==> config.mk <==
export PLATFORM = sky130hd
export DESIGN_NAME = vc_evict_ctrl
export DESIGN_NICKNAME = d
export VERILOG_FILES = /design/src/rtl/vc_evict_ctrl.sv
export SDC_FILE = /design/constraint.sdc
export NUM_CORES = 1
export LEC_CHECK = 0
export ABC_AREA = 1
export BUFFER_PORTS_ARGS = -buffer_cell sky130_fd_sc_hd__clkbuf_2
export CAP_MARGIN = 20
export CORE_UTILIZATION = 45
export CTS_CLUSTER_SIZE = 10
export DETAILED_ROUTE_END_ITERATION = 8
export GPL_TIMING_DRIVEN = 0
export PLACE_DENSITY = 0.88
export SYNTH_ARGS = -nofsm -noshare
export SYNTH_HDL_FRONTEND = slang
export SYNTH_SLANG_ARGS = --single-unit
==> constraint.sdc <==
create_clock -name clk -period 3.7 [get_ports clk]
set_input_delay 0.555 -clock clk [delete_from_list [all_inputs] [get_ports clk]]
set_output_delay 0.555 -clock clk [all_outputs]
set_load 0.01 [all_outputs]
==> src/rtl/vc_evict_ctrl.sv <==
// Victim-cache eviction controller.
// Picks a victim entry on each allocation request. The first invalid entry
// wins; if every entry is valid, the round-robin pointer chooses. A dirty
// victim is written back before the allocation completes.
module vc_evict_ctrl #(
  parameter  int vc_size = 8,
  localparam int IW      = $clog2(vc_size)
) (
  input  logic               clk,
  input  logic               rst,
  input  logic               alloc_req,
  input  logic [vc_size-1:0] valid_in,
  input  logic [vc_size-1:0] dirty_in,
  input  logic               pmem_resp,
  output logic               meta_read,
  output logic               pmem_write,
  output logic [IW-1:0]      wb_idx,
  output logic               alloc_ready,
  output logic [IW-1:0]      alloc_idx,
  output logic [vc_size-1:0] valid_load,
  output logic [vc_size-1:0] dirty_load
);

  typedef enum logic [1:0] {IDLE, SELECT, WB, ALLOC} state_t;

  state_t       state;
  logic [IW-1:0] rr_ptr;
  logic [IW-1:0] victim_idx;
  logic          from_rr;     // victim came from rr_ptr (all entries valid)

  logic          free_found;
  logic [IW-1:0] free_idx;
  logic [IW-1:0] victim;
  logic          need_wb;
  logic [vc_size-1:0] victim_oh;

  // Lowest-index invalid entry; scanning downward lets the lowest index win.
  always_comb begin
    free_found = 1'b0;
    free_idx   = '0;
    for (int i = vc_size - 1; i >= 0; i--) begin
      if (!valid_in[i]) begin
        free_found = 1'b1;
        free_idx   = IW'(i);
      end
    end
  end

  assign victim  = free_found ? free_idx : rr_ptr;
  assign need_wb = valid_in[victim] & dirty_in[victim];

  // Main FSM; metadata is only trusted in SELECT because the arrays
  // return their data one cycle after meta_read.
  always_ff @(posedge clk) begin
    if (rst) begin
      state      <= IDLE;
      rr_ptr     <= '0;
      victim_idx <= '0;
      from_rr    <= 1'b0;
    end else begin
      case (state)
        IDLE: begin
          if (alloc_req) state <= SELECT;
        end
        SELECT: begin
          victim_idx <= victim;
          from_rr    <= ~free_found;
          state      <= need_wb ? WB : ALLOC;
        end
        WB: begin
          if (pmem_resp) state <= ALLOC;
        end
        ALLOC: begin
          // Power-of-two size, so the increment wraps on its own.
          if (from_rr) rr_ptr <= rr_ptr + IW'(1);
          state <= IDLE;
        end
        default: state <= IDLE;
      endcase
    end
  end

  assign victim_oh   = {{(vc_size-1){1'b0}}, 1'b1} << victim_idx;

  assign meta_read   = (state == IDLE) && alloc_req;
  assign pmem_write  = (state == WB);
  assign alloc_ready = (state == ALLOC);
  assign wb_idx      = victim_idx;
  assign alloc_idx   = victim_idx;
  assign valid_load  = alloc_ready ? victim_oh : '0;
  assign dirty_load  = alloc_ready ? victim_oh : '0;

endmodule
; ---- Yosys cells after proc, flatten, opt, wreduce, memory -nomap -nowiden
; Cells that the tools add are included.
[totals]
register_bits = 9
inputBits = 20
[op_classes]
n_addsub = 1
magnitude_cmp = 1
eq_ne = 5
n_shift = 1
n_mux = 26
bitwise = 2
reduce_logical = 4
[op_table]
columns = cell, n
row1 = $mux W3, 9
row2 = $mux W1, 11
row3 = $mux W8, 1
row4 = $pmux W2 S4, 1
row5 = $shl A1 B3 Y8 const A, 1
row6 = $bmux W1 S3, 2
row7 = $eq A2 B2 Y1 const B, 2
row8 = $lt A3 B4 Y1 const B, 1
row9 = $mux W2, 2
row10 = $ne A2 B2 Y1 const B, 2
row11 = $reduce_and A2 Y1, 2
row12 = $add A3 B1 Y3 const B, 1
row13 = $eq A2 B1 Y1 const B, 1
row14 = $logic_not A2 Y1, 1
row15 = $and A1 B1 Y1, 1
row16 = $logic_and A1 B1 Y1, 1
row17 = $not A1 Y1, 1

; ---- Depth between registers and ports, before layout
; Gate-level depths: netlist of run 1.
[logic_depth]
word_depth = 14
depth_mapped = 14

; ---- Worst setup path after synthesis of run 1
; Ideal clock, no wire load.
[synth_timing]
path_type = reg2out
startpoint = reg state[0]
endpoint = out valid_load[4]
arrival_time_ns = 1.115
t_required_ns = 3.145
setup_slack_ns = 2.030
path_stages_with_launch = 5
path_buffers = 1
path_cell_list = dfxtp_1 ha_1 nand2_1 nor2_1 buf_4
[synth_via]
elab_chain_len = 2
[synth_lines]
columns = element, line
row1 = "start, declared", 26  ; state_t state;
row2 = "start signal, assigned", 68  ; state <= need_wb ? WB : ALLOC;
row3 = $eq A2 B2 Y1, 87  ; assign alloc_ready = (state == ALLOC);
row4 = via alloc_ready, 18  ; output logic alloc_ready,
row5 = $mux W8, -
row6 = "end, declared", 20  ; output logic [vc_size-1:0] valid_load,
; The timed path passes the listed nets, and every way through them passes these cells.

; ---- Worst setup path in the final report of run 1
[layout_timing]
startpoint = reg state[0]
endpoint = out valid_load[7]
[layout_via]
elab_chain_len = 2
[layout_lines]
columns = element, line
row1 = $eq A2 B2 Y1, 87
row2 = $mux W8, 90  ; assign valid_load = alloc_ready ? victim_oh : '0;
; Every way passes these cells.

==> out/metrics.cfg, run 1 <==
[outcome]
outcome = complete, no violations

[floorplan]
die_area_um2 = 2054
row_count = 15
die_width_um = 45.32
die_h_um = 45.32
num_io_pins = 45
fp.coreArea_um2 = 1745
start_util_pct = 48.39

[synthesis]
syn_area_um2 = 844.6
ys_types = 24
postSynthRegisterBits = 9
syn_avg_cell_area_um2 = 6.303
synth_fp_nets = 160
netlist_instances = 134
ys_top_cells_by_area = dfxtp_1, nand2_1, inv_1
post-synth-top-area-fraction_pct = 21.33
ys_seq_area_share_pct = 21.33
ys.warnings.count = 0
synth_area_leader_cell = dfxtp_1

[global_routing]
grt_max_degree = 10
grt_pass1_vias = 841
gr-usage-all-layers_pct = 20.78
overflow = 0
antenna_found_initial = 0
grt_first_pass_wirelength_mm = 3.111

[sta]
whs_ps = 460.8
tns_ps = 0
worst_pin_slew_ps = 354.5
drv_slew = 0
setup_viol = 0
finalCriticalPeriod_ps = 1975
hold_violations = 0
skew_ps = 4.930
fmax_mhz = 506.2
max_slew_margin_pct = 76.37
rsz0062_at_grt = no
period_share_pct = 53.39

[detailed_routing]
via_per_inst = 4.763
vias = 986
routedWlPerCell_um = 9.111
ant_nets = 0
drcViolationCount = 0
wl_mm = 1.886
dr.pass1.iters = 4
first_iter_violations = 16

[critical_path]
crit_fanout = 4
arrival_ps = 1420
worstSetupEndpointType = primary output
cp-start-kind = flop
criticalPathCategory = flop to primary output
r2r_slack_ps = 2330
required_ps = 3140

[final_layout]
antenna_cells = 0
area_delta_synth_final_pct = 32.89
fill_cells = 162
regArea_um2 = 180.2
final_nets = 209
multi_input_area_um2 = 488.0
stdcell_count = 207
drive_gt1_share_pct = 37.91
final_cell_area_um2 = 1122

[placed_design]
place.gp.congestion = 0.7991
postPlaceCellArea_um2 = 1096
placed_cells = 203
post-dp-hpwl_mm = 1.691
port_buffers = 44

[cts]
cts_tree = done
h-tree-depth = 1
clk_pin_slew_worst_paths_ps = 60
cts_setup_buffers = 0
cts_buffers = 3
cts_root_buffer = clkbuf_4
cts_sinks = 9
cts_buffer_depth = 2
cts_resized = 0
cts_hold_buf = 0
clock_latency_ps = 260

[power]
ir_drop_mv = 0.2719
leakage_uw = 0.0006736
total_power_uw = 445.5
p_per_area_nw_per_um2 = 397.0

[min_path]
hold_path.class = input port to flop

[job]
cap_violations = 0

[synth_stat cells (all sizes together)]
library cell / number
nand2: 39
nand3b: 2
o31ai: 1
ha: 6
dfxtp: 9
buf: 11
clkbuf: 1
a211oi: 1
nor2: 13
a21oi: 7
nand4: 1
o21ai: 6
inv: 24
nand3: 10
xor2: 1
a31oi: 1
o22ai: 1
[through the flow]
| stage | worst slack (ps) | utilization, % |
|---|---|---|
| final | 1725 | 64.30 |
| after global routing | 1597 | 64.30 |
| after CTS | 1702 | 64.30 |
| after detailed placement | 1968 | 62.80 |
| after global placement | 1985 | 62.80 |
| after floorplan | 2030 | - |
[cell usage in the layout (no fill, tap or decap)]
master / netlist / layout
clkbuf_2: 0 / 44
nand2_1: 36 / 36
inv_1: 23 / 23
nor2_1: 11 / 11
buf_4: 11 / 11
dfxtp_1: 9 / 9
nand3_1: 8 / 8
o21ai_0: 6 / 6
ha_1: 6 / 6
a21oi_1: 5 / 5
clkbuf_4: 0 / 3
clkbuf_1: 1 / 2
nand2_2: 2 / 2
nand3b_1: 2 / 2
a21oi_2: 2 / 2
nand3_2: 2 / 2
nand4_1: 1 / 1
nor2_2: 1 / 1
inv_2: 1 / 1
a31oi_1: 1 / 1
o31ai_2: 1 / 1
nor2_4: 1 / 1
nand2_4: 1 / 1
o22ai_1: 1 / 1
a211oi_1: 1 / 1
xor2_1: 1 / 1
[cell families after synthesis]
family          share of synthesized area, %
fa+ha+maj                              8.889
simple gates                           35.41
flops                                  21.33
xor+xnor                               1.037
compound gates                         12.45
buf+inv                                20.89
[report_power, final]
part	internal, uW	total, uW	leakage, uW	switching [uW]
registers	122	148	0.0000736	25.6
logic	95.2	222	0.000585	127
clock network	41.6	75.9	0.0000150	34.4
[per-layer routing]
layer | track usage (%) | part of all wire [%]
met5 | 0 | 0
met2 | 41.45 | 55
met4 | 4.848 | 1.1
met3 | 7.600 | 5.4
met1 | 19.61 | 39
[worst max-delay path, stage by stage (launching register included)]
cell,delay (ps)
dfxtp_1,380
ha_1,240
nand2_1,130
nor2_1,160
buf_4,130
clkbuf_2,110
[state kept, by name (all words and copies together) (netlist names)]
register and count:
alloc_idx 3, rr_ptr 3, state 2, from_rr 1
[cell type report]
class | instances | share of cell area, %
timing repair buffer | 44 | 19.62
multi-input combinational | 89 | 43.48
tap | 25 | 2.787
buffer | 12 | 7.692
inverter | 24 | 8.027
sequential | 9 | 16.05
clock buffer | 4 | 2.341
[worst paths after layout]
| path | end | start | depth (start not counted) |
|---|---|---|---|
| hold / removal | rr_ptr[0] | rst | 2 |
| setup / recovery | valid_load[7] | state[0] | 5 |
| hold reg to reg | rr_ptr[2] | rr_ptr[2] | 2 |
| setup reg to reg | state[0] | state[0] | 6 |
(Power assumes the default switching activity.)
==> run 2, diff against run 1 <==
--- a/config.mk
+++ b/config.mk
@@ -5,14 +5,14 @@
 export SDC_FILE = /design/constraint.sdc
 export NUM_CORES = 1
 export LEC_CHECK = 0
-export ABC_AREA = 1
+export ABC_AREA = 0
 export BUFFER_PORTS_ARGS = -buffer_cell sky130_fd_sc_hd__clkbuf_2
 export CAP_MARGIN = 20
-export CORE_UTILIZATION = 45
+export CORE_UTILIZATION = 39
 export CTS_CLUSTER_SIZE = 10
 export DETAILED_ROUTE_END_ITERATION = 8
 export GPL_TIMING_DRIVEN = 0
-export PLACE_DENSITY = 0.88
+export PLACE_DENSITY = 0.83
 export SYNTH_ARGS = -nofsm -noshare
 export SYNTH_HDL_FRONTEND = slang
 export SYNTH_SLANG_ARGS = --single-unit
==> constraint.sdc (replaced) <==
create_clock -name clk -period 1.8 [get_ports clk]
set_input_delay 0.27 -clock clk [delete_from_list [all_inputs] [get_ports clk]]
set_output_delay 0.27 -clock clk [all_outputs]
set_load 0.01 [all_outputs]
==> out/metrics.cfg, run 2 <==
[floorplan]
die_h_um = 47.53  ; +4.9%
fp.coreArea_um2 = 1962  ; +12%
start_util_pct = 41.20  ; -7.2 points
die_area_um2 = 2259  ; +10%
row_count = 16  ; +1
die_width_um = 47.53  ; +4.9%
num_io_pins = 45  ; unchanged

[synthesis]
synth_fp_nets = 135  ; -16%
synth_ff_type = dfxtp_1
syn_area_um2 = 808.3  ; -4.3%
ys_seq_area_share_pct = 22.29  ; +0.96 points
yosys-top-cells-count = nor2_1, buf_4, dfxtp_1
post-synth-top-area-fraction_pct = 22.29  ; +0.96 points
synth.most_common_cell = nor2_1
async_flop_share_pct = 0  ; unchanged
synth_area_leader_cell = dfxtp_1
ys.warnings.count = 0  ; unchanged
netlist_instances = 109  ; -19%
postSynthRegisterBits = 9  ; unchanged
syn_avg_cell_area_um2 = 7.415  ; +18%
ys_top_cells_by_area = dfxtp_1, buf_4, ha_1
synth_edf_count = 0  ; unchanged
ys_types = 27  ; +13%

[detailed_routing]
ant_nets = 0  ; unchanged
routedWlPerCell_um = 10.96  ; +20%
drcViolationCount = 0  ; unchanged
vias = 918  ; -6.9%
dr.pass1.iters = 5  ; +1
wl_mm = 2.005  ; +6.3%
first_iter_violations = 9  ; -7
via_per_inst = 5.016  ; +5.3%

[power]
leakage_uw = 0.0005553  ; -18%
total_power_uw = 907.1  ; +100%
p_per_area_nw_per_um2 = 814.6  ; +110%
ir_drop_mv = 0.6055  ; +120%

[sta]
setup_viol = 0  ; unchanged
max_slew_margin_pct = 71.74  ; -4.6 points
setup_slack_ps = 138.8  ; -1586 ps
period_share_pct = 92.29
skew_ps = 5.196  ; +0.2657 ps
rsz0062_at_grt = no
hold_violations = 0  ; unchanged
worst_pin_slew_ps = 423.9  ; +69.43 ps
fmax_mhz = 602.0
drv_slew = 0  ; unchanged
finalCriticalPeriod_ps = 1661
whs_ps = 361.9  ; -98.82 ps
tns_ps = 0  ; unchanged

[critical_path]
cp-start-kind = flop
required_ps = 1530  ; -1610 ps
crit_fanout = 6  ; +2
worstSetupEndpointType = primary output
arrival_ps = 1390  ; -30 ps
path_cells = ha_4 -> nand2_1 -> nor2_1 -> buf_4 -> clkbuf_2
critical_path.top_delay_family = flip-flops
cpPeakStageDelay_ps = 400  ; +20 ps
crit_slowest_cell = dfxtp_2
worst-path-buf-inv = 2  ; unchanged
criticalPathCategory = flop to primary output

[final_layout]
drive_gt1_share_pct = 41.67  ; +3.8 points
multi_input_area_um2 = 531.8  ; +9.0%
final_common_cell = clkbuf_2
regArea_um2 = 182.7  ; +1.4%
antenna_cells = 0  ; unchanged
fill_cells = 214  ; +32%
final_cell_mix = clkbuf_2, nor2_1, buf_4
stdcell_count = 183  ; -12%
area_delta_synth_final_pct = 37.77
final_nets = 183  ; -12%

[cts]
cts_setup_buffers = 0  ; unchanged
cts_root_buffer = clkbuf_4
cts_hold_buf = 0  ; unchanged
clock_latency_ps = 260  ; about the same
cts_buffer_depth = 2  ; unchanged
cts_tree = done
cts_buffers = 3  ; unchanged
cts_sinks = 9  ; unchanged
clk_pin_slew_worst_paths_ps = 60  ; about the same
h-tree-depth = 1  ; unchanged

[placed_design]
place.gp.congestion = 0.8124  ; +1.7%
port_buffers = 43  ; -2.3%
dp_slack_ps = 113.9  ; -1854 ps
post-dp-hpwl_mm = 1.662  ; -1.8%
placed_cells = 179  ; -12%

[global_routing]
grt_pass1_vias = 789  ; -6.2%
grt_first_pass_wirelength_mm = 3.091  ; -0.64%
antenna_found_initial = 0  ; unchanged
gr-usage-all-layers_pct = 19.69  ; -1.1 points
overflow = 0  ; unchanged
grt_max_degree = 11  ; +1

[job]
cap_violations = 0  ; unchanged

[min_path]
hold_path.class = input port to flop

[outcome]
outcome = complete, no violations

## run 2: cell count changes in the layout (fill, tap and decap cells not counted), moves of 3 or more
cell      before  now
o21a_1         0    3
nand2_1       36    8
inv_1         23    7
nand2b_1       0    4
nor2_1        11   16
a31oi_1        1    5
mux2i_1        0    4
## run 2: timing repair
action	in CTS	in global routing
endpoints found under the hold margin	0	0
endpoints found under the setup margin	10	8
resized for setup	3	4
pin swaps	0	0
## run 2: path summary, 6_finish.rpt
check                   start            end  slack (ps)  cells after the start
setup / recovery     state[1]  valid_load[3]         140                      5
hold / removal    valid_in[0]   alloc_idx[0]         360                      3
hold reg to reg       from_rr      rr_ptr[1]         510                      2
setup reg to reg     state[0]       state[0]         250                      6
## run 2: cell families after synthesis
group	share of synthesized area, %
buffers and inverters	15.33
DFF	22.29
AOI/OAI and AO/OA	19.35
xor gates and xnor gates	2.168
and+or+nand+nor	26.63
adders and majority gates	9.288
muxes	4.954
## run 2: worst reg2reg max path, stage by stage (launching register included)
cell	delay (ps)
dfxtp_2	390
inv_1	120
ha_1	230
a22oi_2	280
mux2i_1	220
a21oi_1	80
a31oi_1	160
## run 2: report_power, final
part	internal, uW	switching (uW)
clock	85.5	71.7
sequential	238	64.2
combinational	214	234
## run 2: final cells by class
class	count	share of cell area, %
timing repair buffer	43	19.33
inverter	7	2.360
sequential	9	16.40
tap	27	3.034
multi-input combinational	79	47.75
clock buffer	4	2.360
buffer	14	8.764
## run 2: per-layer routing
metal  up-vias  global-route usage, %  part of all wire, %
li1        464                      -                    -
met4         0                  8.571                  1.0
met5         -                      0                    0
met1       403                  21.59                   44
met2        47                  36.71                   49
met3         4                  3.396                  6.6
## run 2: stage by stage
| stage | utilization [%] | cell area (um^2) |
|---|---|---|
| 2_1_floorplan | - | 808.3 |
| 3_3_place_gp | 53.89 | 1057 |
| 3_5_place_dp | 53.89 | 1057 |
| 5_1_grt | 56.76 | 1114 |
| 4_1_cts | 56.12 | 1101 |
| 6_report | 56.76 | 1114 |
